$ cat config.mk
export PLATFORM = sky130hd
export DESIGN_NAME = pattern_sweep_capture
export DESIGN_NICKNAME = d
export VERILOG_FILES = /design/src/rtl/pattern_sweep_capture.sv
export SDC_FILE = /design/constraint.sdc
export NUM_CORES = 1
export LEC_CHECK = 0
export ABC_CLOCK_PERIOD_IN_PS = 1100
export CORE_UTILIZATION = 42
export DETAILED_ROUTE_END_ITERATION = 12
export GPL_ROUTABILITY_DRIVEN = 0
export PLACE_DENSITY = 0.73
export SKIP_LAST_GASP = 1
export SLEW_MARGIN = 20
export SYNTH_ARGS = -nofsm -noshare
export SYNTH_HDL_FRONTEND = slang
export SYNTH_SLANG_ARGS = --single-unit
export TNS_END_PERCENT = 10
$ cat constraint.sdc
create_clock -name CK -period 1.1 [get_ports CK]
set_input_delay 0.165 -clock CK [delete_from_list [all_inputs] [get_ports CK]]
set_output_delay 0.165 -clock CK [all_outputs]
set_load 0.1 [all_outputs]
$ cat src/rtl/pattern_sweep_capture.sv
// ----------------------------------------------------------------------------
// pattern_sweep_capture : sweeps every N_WIDTH-bit stimulus pattern, captures
// the single-bit response of each, logs it downstream and folds it into a CRC.
// Revision 1.0
// ----------------------------------------------------------------------------
`default_nettype none

module pattern_sweep_capture #(
    parameter int N_WIDTH   = 2,
    parameter int HOLD      = 1,
    parameter int SIG_WIDTH = 16
) (
    input  logic                 CK,
    input  logic                 reset,
    input  logic                 start,
    input  logic                 dut_out,
    output logic [N_WIDTH-1:0]   N,
    output logic                 busy,
    output logic                 rec_valid,
    input  logic                 rec_ready,
    output logic [N_WIDTH-1:0]   rec_pattern,
    output logic                 rec_response,
    output logic                 done,
    output logic [SIG_WIDTH-1:0] signature
);

    localparam int HC_W = (HOLD > 1) ? $clog2(HOLD) : 1;
    localparam logic [HC_W-1:0]      HOLD_LAST = HC_W'(HOLD - 1);
    localparam logic [SIG_WIDTH-1:0] POLY      = SIG_WIDTH'(32'h1021);

    localparam logic [2:0] S_IDLE   = 3'd0;
    localparam logic [2:0] S_APPLY  = 3'd1;
    localparam logic [2:0] S_SAMPLE = 3'd2;
    localparam logic [2:0] S_EMIT   = 3'd3;
    localparam logic [2:0] S_DONE   = 3'd4;

    logic [2:0]           state_q,        state_d;
    logic [N_WIDTH-1:0]   pattern_q,      pattern_d;
    logic [HC_W-1:0]      hold_q,         hold_d;
    logic [SIG_WIDTH-1:0] sig_q,          sig_d;
    logic [N_WIDTH-1:0]   rec_pattern_q,  rec_pattern_d;
    logic                 rec_response_q, rec_response_d;
    logic [SIG_WIDTH-1:0] sig_next;

    // Feedback taken from the MSB before the shift, response folded into bit 0.
    always_comb begin
        sig_next    = (sig_q << 1) ^ (sig_q[SIG_WIDTH-1] ? POLY : '0);
        sig_next[0] = sig_next[0] ^ dut_out;
    end

    always_comb begin
        state_d        = state_q;
        pattern_d      = pattern_q;
        hold_d         = hold_q;
        sig_d          = sig_q;
        rec_pattern_d  = rec_pattern_q;
        rec_response_d = rec_response_q;
        case (state_q)
            S_IDLE, S_DONE: begin
                if (start) begin
                    state_d   = S_APPLY;
                    pattern_d = '0;
                    hold_d    = '0;
                    sig_d     = '0;
                end
            end
            S_APPLY: begin
                hold_d = hold_q + HC_W'(1);
                if (hold_q == HOLD_LAST) begin
                    state_d = S_SAMPLE;
                end
            end
            S_SAMPLE: begin
                rec_pattern_d  = pattern_q;
                rec_response_d = dut_out;
                sig_d          = sig_next;
                state_d        = S_EMIT;
            end
            S_EMIT: begin
                // All-ones test comes first so the pattern counter never wraps.
                if (rec_ready) begin
                    if (&pattern_q) begin
                        state_d = S_DONE;
                    end else begin
                        pattern_d = pattern_q + N_WIDTH'(1);
                        hold_d    = '0;
                        state_d   = S_APPLY;
                    end
                end
            end
            default: state_d = S_IDLE;
        endcase
    end

    always_ff @(posedge CK) begin
        if (reset) begin
            state_q        <= S_IDLE;
            pattern_q      <= '0;
            hold_q         <= '0;
            sig_q          <= '0;
            rec_pattern_q  <= '0;
            rec_response_q <= 1'b0;
        end else begin
            state_q        <= state_d;
            pattern_q      <= pattern_d;
            hold_q         <= hold_d;
            sig_q          <= sig_d;
            rec_pattern_q  <= rec_pattern_d;
            rec_response_q <= rec_response_d;
        end
    end

    always_comb begin
        busy         = (state_q == S_APPLY) || (state_q == S_SAMPLE) || (state_q == S_EMIT);
        N            = busy ? pattern_q : '0;
        rec_valid    = (state_q == S_EMIT);
        done         = (state_q == S_DONE);
        rec_pattern  = rec_pattern_q;
        rec_response = rec_response_q;
        signature    = sig_q;
    end

endmodule

`default_nettype wire

==> impl_metrics.py <==
metrics = {
    "cts": {
        "htree_levels": 1,
        "clockRootBuffer": "clkbuf_4",
        "clk_pin_slew_ps": 130,
        "cts_tree": "built",
        "cts_sinks": 25,
        "clk_path_buf_depth": 2,
        "cts_buffers": 3,
        "insertion_delay_ps": 310,
    },
    "layout": {
        "syn_to_final_growth_pct": 71.3,
        "drive_gt1_share_pct": 44.5,
        "ff_latch_area_sq_um": 507,
        "fill_cells": 152,
        "nets": 162,
        "mostFrequentLayoutCell": "buf_12",
        "final_cell_mix": "buf_12 (27), dfxtp_1 (22), buf_4 (18), nand2b_1 (17), o22ai_1 (10)",
        "multi_input_area_sq_um": 558,
        "n_antenna_cell": 0,
    },
    "routing": {
        "first_pass_iters": 4,
        "ant_nets": 0,
        "drt-total-wl_microns": 2640,
        "drcViolationCount": 0,
        "first_iter_violations": 10,
        "routedWlPerCell_microns": 14.3,
        "avgViaCountPerCell": 5.38,
        "via_count": 995,
    },
    "logic_synthesis": {
        "syn_nets": 114,
        "synth_seq_cells": 25,
        "synth_compound_area_share_pct": 21.0,
        "syn_area_sq_um": 1100,
        "synth.area.mux_share_pct": 2.73,
        "synth-simple-area-share_pct": 20.3,
        "ys_seq_area_share_pct": 45.5,
        "synth-edff-count": 0,
        "synth_async_sr_flop_share_pct": 0,
        "synth-adder-area-share_pct": 1.14,
        "syn_inst": 108,
        "synth_area_per_cell_sq_um": 10.2,
        "yosys_warnings": 0,
        "synth_xor_area_share_pct": 2.39,
        "synth_top_family_by_area": "compound AO/OA/AOI/OAI gates",
        "synth.distinct_cells": 32,
        "ys.flop_type": "dfxtp_1",
    },
    "sta": {
        "post-route-min-period_ps": 1440,
        "fin_crit_sh_pct": 131,
        "finalMaxSlewViolations": 0,
        "hold_violations": 0,
        "whs_ps": 529,
        "fin_skew_ps": 4.30,
        "layout_setup_ws_ps": -342,
        "finalSetupViolCount": 32,
        "timing.max_slew.rel_slack_pct": 77.8,
        "rsz0062_at_grt": "true",
        "max_freq_mhz": 693,
        "tightest_slew_ps": 333,
    },
    "floorplan": {
        "ioPinCount": 29,
        "die_height_microns": 53.2,
        "die_x_microns": 53.2,
        "core_area_sq_um": 2480,
        "initial_core_util_pct": 44.4,
        "rows": 18,
        "die_area_sq_um": 2830,
    },
    "power_and_ir_drop": {
        "p_leak_uw": 0.000723,
        "power_uw": 2070,
        "powerDensity_nw_per_um2": 1100,
        "ir_worst_vdd_mv": 0.983,
    },
    "grt": {
        "grt_first_pass_wirelength_microns": 4200,
        "grt_util_all_layers_pct": 20.6,
        "grt_pass1_vias": 965,
        "antenna_found_initial": 0,
        "grt-ovfl-total": 0,
        "grt_max_degree": 28,
    },
    "hold_path": {
        "min_path_type": "primary input to flop",
    },
    "outcome": {
        "violations": "negative setup slack",
        "status": "complete, but fails checks",
    },
    "placed_design": {
        "numPortBuffers": 28,
        "dp_hpwl_microns": 1900,
    },
    "worst_setup_path": {
        "timing.critical_path.from": "state_q[0]",
        "critPathRequiredTime_ps": 1330,
        "r2r_cells": 4,
        "critPathCaptureType": "flop",
        "critPathKind": "flop to flop",
        "r2r_start": "state_q[0]",
        "cp-start-kind": "flop",
        "cp-endpoint": "signature[12]",
        "path_max_fanout": 17,
        "r2r_slack_ps": -340,
        "rr_endpoint": "signature[12]",
        "crit_arrival_ps": 1670,
    },
    "run": {
        "max_cap_violations": 0,
    },
}
-- layer usage --
metal,global-route usage [%],vias to the layer above,routed length [microns]
met5,0,-,0
met2,38.3,35,1420
met3,5.46,4,142
met1,22.4,473,1050
met4,5.70,0,29
li1,-,483,-
-- worst min path at each step --
stage | start | endpoint | cells past startpoint
6_report | dut_out | rec_response | 3
4_1_cts | dut_out | rec_response | 3
5_1_grt | dut_out | rec_response | 3
3_3_place_gp | hold_q | hold_q | 1
2_1_floorplan | dut_out | rec_response | 2
3_5_place_dp | hold_q | hold_q | 1
-- cells in the mapped netlist, types with 2 or more instances --
| library cell | instances | area, sq um |
|---|---|---|
| nor2_1 | 7 | 26.3 |
| and2_1 | 3 | 18.8 |
| clkbuf_1 | 3 | 11.3 |
| dfxtp_1 | 25 | 500 |
| o32ai_2 | 4 | 65.1 |
| xnor2_1 | 3 | 26.3 |
| nand2b_1 | 17 | 106 |
| buf_6 | 3 | 33.8 |
| o22ai_1 | 10 | 62.6 |
| inv_1 | 5 | 18.8 |
| mux2i_1 | 3 | 30.0 |
| nor4_1 | 2 | 12.5 |
| o32ai_1 | 2 | 17.5 |
| a31o_2 | 3 | 26.3 |
-- critical path: stages (launching register included) --
cell and delay, ps:
dfxtp_4 380, buf_4 130, or3b_1 410, buf_12 180, o32ai_2 260
-- layout make-up --
type,instances,area share (%)
flip-flops and latches,25,26.9
repair buffers,51,39.2
well taps,30,1.99
inverters,5,0.995
multi-input cells,70,29.6
clock buffers,4,1.39
-- per-stage QoR --
stage | setup slack [ps] | setup TNS [ps] | std cells | cell area [sq um] | utilization (%)
6_report | -342 | -7280 | 185 | 1890 | 76.1
5_1_grt | -396 | -9000 | 185 | 1890 | 76.1
4_1_cts | -346 | -6990 | 184 | 1880 | 75.8
3_5_place_dp | -305 | -6380 | 174 | 1790 | 72.2
3_3_place_gp | -262 | -5560 | 174 | 1790 | 72.2
2_1_floorplan | -512 | -6790 | 108 | 1140 | -
-- kinds of logic after synthesis --
| logic type | count (synthesis) |
|---|---|
| xor+xnor | 3 |
| compound gates | 26 |
| mux | 3 |
| fa+ha+maj | 1 |
| buf+inv | 13 |
| flops | 25 |
| simple gates | 37 |
-- power by group --
part | switching [uW] | leakage, uW | total, uW | internal [uW]
registers | 22.7 | 0.000203 | 955 | 932
logic | 373 | 0.000504 | 718 | 345
clock network | 259 | 0.0000150 | 401 | 142
total | 655 | 0.000723 | 2070 | 1420
-- state kept, by name (all words and copies together) (netlist names) --
register / flops
hold_q: 1
pattern_q: 2
rec_response: 1
rec_pattern: 2
signature: 16
state_q: 3
-- repair_timing --
action,4_1_cts,5_1_grt
hold buffers,0,0
pin swaps,2,0
resized for setup,6,1
endpoints found under the setup margin,32,47
setup buffers,6,1
Note: power is estimated with default switching activity, not from simulation.
